`config.mk`:
```
export PLATFORM = sky130hd
export DESIGN_NAME = uart_rx
export DESIGN_NICKNAME = d
export VERILOG_FILES = /design/src/rtl/uart_pkg.sv /design/src/rtl/uart_rx_sync.sv /design/src/rtl/uart_rx.sv
export SDC_FILE = /design/constraint.sdc
export NUM_CORES = 1
export LEC_CHECK = 0
export CAP_MARGIN = 30
export CORE_MARGIN = 4
export CORE_UTILIZATION = 40
export CTS_BUF_LIST = sky130_fd_sc_hd__clkbuf_2
export DETAILED_ROUTE_END_ITERATION = 8
export SETUP_SLACK_MARGIN = 0.5
export SYNTH_ARGS = -nofsm -noshare
export SYNTH_HDL_FRONTEND = slang
export SYNTH_SLANG_ARGS = --single-unit
```
`constraint.sdc`:
```
create_clock -name clk -period 6.2 [get_ports clk]
set_input_delay 1.24 -clock clk [delete_from_list [all_inputs] [get_ports clk]]
set_output_delay 1.24 -clock clk [all_outputs]
set_load 0.01 [all_outputs]
```
`src/rtl/uart_pkg.sv`:
```
`default_nettype none
// ============================================================================
// Module      : uart_pkg
// Description : Shared UART definitions: FSM state encoding (used by both the
//               receiver and transmitter), default bit period, and the
//               frame data width.
// Revision    : 1.0 - initial release
// ============================================================================
package uart_pkg;

    // 100 MHz system clock at 115200 baud
    localparam int DEFAULT_CLKS_PER_BIT = 868;

    // Data bits per frame
    localparam int DATA_BITS = 8;

    // Line-protocol state encoding shared by uart_rx and uart_tx.
    // WAIT_IDLE is only visited by the receiver.
    typedef enum logic [2:0] {
        IDLE      = 3'd0,
        START     = 3'd1,
        DATA      = 3'd2,
        PARITY    = 3'd3,
        STOP      = 3'd4,
        WAIT_IDLE = 3'd5
    } uart_state_e;

    // Even parity over data plus parity bit: returns 1 when the total count
    // of ones is odd, i.e. the frame has a parity error.
    function automatic logic parity_bad(input logic [DATA_BITS-1:0] data,
                                        input logic                 par);
        return (^data) ^ par;
    endfunction

endpackage
`default_nettype wire

```
`src/rtl/uart_rx_sync.sv`:
```
`default_nettype none
// ============================================================================
// Module      : uart_rx_sync
// Description : Two-flop synchronizer for an asynchronous, idle-high pin.
//               Both stages reset to 1 so a reset never looks like a start
//               bit. Reusable for any other idle-high pin input.
// Revision    : 1.0 - initial release
// ============================================================================
module uart_rx_sync (
    input  logic clk,
    input  logic rst,    // asynchronous, active-low
    input  logic d,
    output logic q
);

    logic meta;

    // Two-stage resynchronization into the clk domain
    always_ff @(posedge clk or negedge rst) begin
        if (!rst) begin
            meta <= 1'b1;
            q    <= 1'b1;
        end else begin
            meta <= d;
            q    <= meta;
        end
    end

endmodule
`default_nettype wire

```
`src/rtl/uart_rx.sv`:
```
`default_nettype none
// ============================================================================
// Module      : uart_rx
// Description : 8N1 UART receiver. Oversamples the rx pin with clk, validates
//               the start bit at mid-bit, shifts in 8 data bits LSB first,
//               checks the stop bit and presents each byte with a one-cycle
//               data_valid strobe qualified by frame_err.
//               Optional macro UART_RX_PARITY_EN adds an even-parity bit
//               after the data bits and a parity_err output.
// Revision    : 1.0 - initial release
// ============================================================================
module uart_rx
    import uart_pkg::*;
#(
    parameter int CLKS_PER_BIT = DEFAULT_CLKS_PER_BIT
) (
    input  logic                 clk,
    input  logic                 rst,        // asynchronous, active-low
    input  logic                 rx,
    output logic [DATA_BITS-1:0] data_out,
    output logic                 data_valid,
    output logic                 frame_err,
`ifdef UART_RX_PARITY_EN
    output logic                 parity_err,
`endif
    output logic                 busy
);

    localparam int HALF  = CLKS_PER_BIT / 2;
    localparam int CNT_W = $clog2(CLKS_PER_BIT);

    localparam logic [CNT_W-1:0] CNT_HALF_END = CNT_W'(HALF - 1);
    localparam logic [CNT_W-1:0] CNT_BIT_END  = CNT_W'(CLKS_PER_BIT - 1);
    localparam logic [2:0]       LAST_BIT     = 3'(DATA_BITS - 1);

    // Below 8 clocks per bit the mid-bit sampling has no margin left
    if (CLKS_PER_BIT < 8) begin : g_bad_clks_per_bit
        $error("uart_rx: CLKS_PER_BIT must be >= 8");
    end

    // ------------------------------------------------------------------
    // Pin synchronization
    // ------------------------------------------------------------------
    logic rx_s;

    uart_rx_sync u_sync (
        .clk (clk),
        .rst (rst),
        .d   (rx),
        .q   (rx_s)
    );

    // ------------------------------------------------------------------
    // State and datapath registers with their next values
    // ------------------------------------------------------------------
    uart_state_e            state,      state_nxt;
    logic [CNT_W-1:0]       cnt,        cnt_nxt;
    logic [2:0]             bit_idx,    bit_idx_nxt;
    logic [DATA_BITS-1:0]   shreg,      shreg_nxt;
    logic [DATA_BITS-1:0]   data_nxt;
    logic                   valid_nxt;
    logic                   ferr_nxt;
`ifdef UART_RX_PARITY_EN
    logic                   par_bad,    par_bad_nxt;
    logic                   perr_nxt;
`endif

    logic cnt_half_done;
    logic cnt_bit_done;

    assign cnt_half_done = (cnt == CNT_HALF_END);
    assign cnt_bit_done  = (cnt == CNT_BIT_END);

    // State register and all datapath registers; reset aborts any frame
    always_ff @(posedge clk or negedge rst) begin
        if (!rst) begin
            state      <= IDLE;
            cnt        <= '0;
            bit_idx    <= '0;
            shreg      <= '0;
            data_out   <= '0;
            data_valid <= 1'b0;
            frame_err  <= 1'b0;
`ifdef UART_RX_PARITY_EN
            par_bad    <= 1'b0;
            parity_err <= 1'b0;
`endif
        end else begin
            state      <= state_nxt;
            cnt        <= cnt_nxt;
            bit_idx    <= bit_idx_nxt;
            shreg      <= shreg_nxt;
            data_out   <= data_nxt;
            data_valid <= valid_nxt;
            frame_err  <= ferr_nxt;
`ifdef UART_RX_PARITY_EN
            par_bad    <= par_bad_nxt;
            parity_err <= perr_nxt;
`endif
        end
    end

    // Next-state and datapath decode; outputs hold unless a frame completes
    always_comb begin
        state_nxt   = state;
        cnt_nxt     = cnt + CNT_W'(1);
        bit_idx_nxt = bit_idx;
        shreg_nxt   = shreg;
        data_nxt    = data_out;
        valid_nxt   = 1'b0;
        ferr_nxt    = frame_err;
`ifdef UART_RX_PARITY_EN
        par_bad_nxt = par_bad;
        perr_nxt    = parity_err;
`endif

        unique case (state)
            IDLE: begin
                cnt_nxt = '0;
                if (!rx_s) begin
                    state_nxt = START;
                end
            end

            // Re-check the line half a bit in; a high level was a glitch
            START: begin
                if (cnt_half_done) begin
                    cnt_nxt = '0;
                    if (!rx_s) begin
                        state_nxt   = DATA;
                        bit_idx_nxt = '0;
                    end else begin
                        state_nxt   = IDLE;
                    end
                end
            end

            // One sample per bit period, landing on each bit centre
            DATA: begin
                if (cnt_bit_done) begin
                    cnt_nxt            = '0;
                    shreg_nxt[bit_idx] = rx_s;
                    bit_idx_nxt        = bit_idx + 3'd1;
                    if (bit_idx == LAST_BIT) begin
`ifdef UART_RX_PARITY_EN
                        state_nxt = PARITY;
`else
                        state_nxt = STOP;
`endif
                    end
                end
            end

`ifdef UART_RX_PARITY_EN
            // Parity result is held back until the frame completes
            PARITY: begin
                if (cnt_bit_done) begin
                    cnt_nxt     = '0;
                    par_bad_nxt = parity_bad(shreg, rx_s);
                    state_nxt   = STOP;
                end
            end
`endif

            // Publish the byte; a low stop bit means break or bad framing
            STOP: begin
                if (cnt_bit_done) begin
                    cnt_nxt   = '0;
                    data_nxt  = shreg;
                    valid_nxt = 1'b1;
                    ferr_nxt  = ~rx_s;
`ifdef UART_RX_PARITY_EN
                    perr_nxt  = par_bad;
`endif
                    state_nxt = rx_s ? IDLE : WAIT_IDLE;
                end
            end

            // A held-low line must go high before another start is accepted
            WAIT_IDLE: begin
                cnt_nxt = '0;
                if (rx_s) begin
                    state_nxt = IDLE;
                end
            end

            default: begin
                cnt_nxt   = '0;
                state_nxt = IDLE;
            end
        endcase
    end

    assign busy = (state != IDLE);

endmodule
`default_nettype wire

```
==> impl_metrics.tcl <==
set metrics [dict create \
    via_count 1118 \
    nNetsFinal 165 \
    ys_warn_count 0 \
    dr.pass1.iters 4 \
    wl_per_cell_um 14.1 \
    p_total_uw 346 \
    ctsHoldBuffers 0 \
    n_fill_cell 371 \
    rr_endpoint "data_out[0]$_DFFE_PN0P_" \
    die_area_sq_um 5330 \
    intPower_uw 268 \
    finClkSkew_ns 0.0183 \
    grt_usage_pct 12.7 \
    ys_types 38 \
    switching_share_pct 22.4 \
    cp.arrival_ns 1.79 \
    finalCritPeriodShare_pct 48.8 \
    core_sq_um 4060 \
    finalSetupViolCount 0 \
    die_h_um 73.0 \
    globalplace.congestion 0.820 \
    clock_latency_ns 0.37 \
    final_cell_mix "dfrtp_1, nor2_1, mux2_2" \
    final_max_slew_viol_count 0 \
    start_util_pct 41.7 \
    worstPathRequired_ns 4.96 \
    reg2reg_from "cnt[3]$_DFF_PN0_" \
    cp-start-kind "flip-flop" \
    layout_commonest_cell "dfrtp_1" \
    rsz0062_at_grt "false" \
    critPathCapture "busy" \
    drive_above_1_share_pct 20.8 \
    worst-setup-path-type "flip-flop to primary output" \
    slowest_stage "dfrtp_1" \
    path_cells "or3_1 -> clkdlybuf4s50_1" \
    status "complete, no violations" \
    startpoint "state[0]$_DFFE_PN0P_" \
    syn2layout_area_growth_pct 12.9 \
    reg2reg_depth 4 \
    clockPowerShare_pct 29.4 \
    drc 0 \
    via_per_inst 5.35 \
    antenna_cells 0 \
    min_path_type "flip-flop to flip-flop" \
    worst_slew_pin_slew_ns 0.666 \
    hpwl_um 1990 \
    drt_wl_total_um 2940 \
    timing.fmax_mhz 331 \
    crit_buf_inv 1 \
    p_per_area_nw_per_um2 181 \
    p_sw_uw 77.6 \
    overflow 0 \
    cts_resized 0 \
    synth-seq-cells 36 \
    setup_tns_ns 0 \
    cp_max_fo 11 \
    grt_pass1_wl_um 5140 \
    ant_nets 0 \
    synth_cells 143 \
    clock_path_buffers 2 \
    grt_max_degree 37 \
    crit_cells 2 \
    p_leak_uw 0.000850 \
    synth_nets 150 \
    cts_made_buffers 5 \
    rows 23 \
    ys_top_cells_by_area "dfrtp_1, mux2_2, nor2_1" \
    ctsHtreeMaxLevel 2 \
    power_frac_comb_pct 2.0 \
    antenna_found_initial 0 \
    hold_depth 0 \
    cts_root_buffer "clkbuf_2" \
    drv_cap 0 \
    max_slew_margin_pct 55.0 \
    cts.clk_slew.worst_paths_ns 0.16 \
    slowest_delay_ns 0.54 \
    worst_ir_drop_vdd_v 0.0000940 \
    synth_seq_area_share_pct 53.4 \
    critical-path-top-delay-family "flip-flops" \
    cts_sinks 36 \
    synth_top_area_cell "dfrtp_1" \
    cp-end-kind "primary output" \
    syn-cell-area_sq_um 1690 \
    synth_top_area_share_pct 50.3 \
    r2r_setup_slack_ns 3.91 \
    drt_iter0_markers 53 \
    power.share.sequential_pct 68.6 \
    port_buffers 13 \
    ioPinCount 14 \
    tritoncts "built" \
    finalCriticalPeriod_ns 3.03 \
    post_cts_buffers 0 \
    avgSynthCellArea_sq_um 11.8 \
    die_w_um 73.0 \
    final_hold_viol_count 0 \
    grt_pass1_vias 1115 \
]
-- Yosys cell counts (all sizes together) --
master    n
nor4      1
nand3b    2
nand3     4
nor2b     1
clkbuf    5
xnor2     7
dfrtp    34
nor3      5
or3b      2
mux2i     2
dfstp     2
o21bai    1
nand4b    4
nor4b     1
o31a      1
a22o      2
a31oi     1
a21oi     1
nand2b    2
nor4bb    2
or3       2
o22ai     1
buf       2
xor2      1
nand4bb   1
o41ai     1
o21ai     3
nand2     4
ha        4
inv       4
nand4     2
mux2     17
o22a      1
nor3b     3
nor2     17
-- worst min-delay path by stage --
stage,start,to,slack (ns)
after floorplan,u_sync.meta$_DFF_PN1_,u_sync.q$_DFF_PN1_,0.35
after global placement,u_sync.meta$_DFF_PN1_,u_sync.q$_DFF_PN1_,0.35
after detailed placement,u_sync.meta$_DFF_PN1_,u_sync.q$_DFF_PN1_,0.35
after CTS,u_sync.meta$_DFF_PN1_,u_sync.q$_DFF_PN1_,0.37
after global routing,u_sync.meta$_DFF_PN1_,u_sync.q$_DFF_PN1_,0.38
final,u_sync.meta$_DFF_PN1_,u_sync.q$_DFF_PN1_,0.37
-- kinds of logic after synthesis --
group                      Yosys count  synth area share (%)
buffers and inverters               11                  2.59
muxes                               19                  12.5
and+or+nand+nor                     53                  19.1
DFF                                 36                  53.4
adders and majority gates            4                  2.96
xor gates and xnor gates             8                  4.14
AOI/OAI and AO/OA                   12                  5.33
-- state kept, by name, indices dropped and copies added, names as in the netlist --
register / flops
bit_idx: 3
shreg: 8
u_sync.q: 1
data_out: 8
u_sync.meta: 1
cnt: 10
frame_err: 1
data_valid: 1
state: 3
-- power groups by stage --
stage	clock network (uW)	logic [uW]	registers, uW
2_1_floorplan	0	1.37	241
3_3_place_gp	0	7.12	242
3_5_place_dp	0	7.35	242
4_1_cts	111	7.31	238
5_1_grt	122	8.15	238
6_report	102	6.79	237
-- worst register-to-register path: stages (launching register included) --
cell and delay [ns]:
dfrtp_1 0.46, or3b_4 0.44, or3_4 0.43, nor3_4 0.49, mux2_2 0.40
-- metrics by stage --
stage / util [%] / area [sq um] / hold WS (ns) / worst slack [ns] / std cells
3_3_place_gp: 46.1 / 1870 / 0.345 / 3.62 / 201
3_5_place_dp: 46.1 / 1870 / 0.351 / 3.60 / 201
5_1_grt: 47.1 / 1910 / 0.376 / 3.08 / 209
2_1_floorplan: - / 1690 / 0.345 / 3.99 / 143
4_1_cts: 47.1 / 1910 / 0.373 / 3.14 / 209
6_report: 47.1 / 1910 / 0.371 / 3.17 / 209
-- layer usage --
| metal | global-route usage [%] | wire, um | part of all wire [%] |
|---|---|---|---|
| met2 | 20.2 | 1410 | 48 |
| met3 | 4.13 | 126 | 4.3 |
| met1 | 15.3 | 1340 | 45 |
| met4 | 6.56 | 70 | 2.4 |
| met5 | 0 | 0 | 0 |
-- layout make-up --
cell class              instances  area, sq um  share of cell area (%)
clock buffers                   7         35.0                    1.83
clock inverters                 1         3.75                   0.197
inverters                       4         15.0                   0.786
multi-input cells              96          744                    39.0
flip-flops and latches         36          903                    47.3
well taps                      50         62.6                    3.28
repair buffers                 15          145                    7.60
No activity file was read; power rests on OpenSTA's default activity.
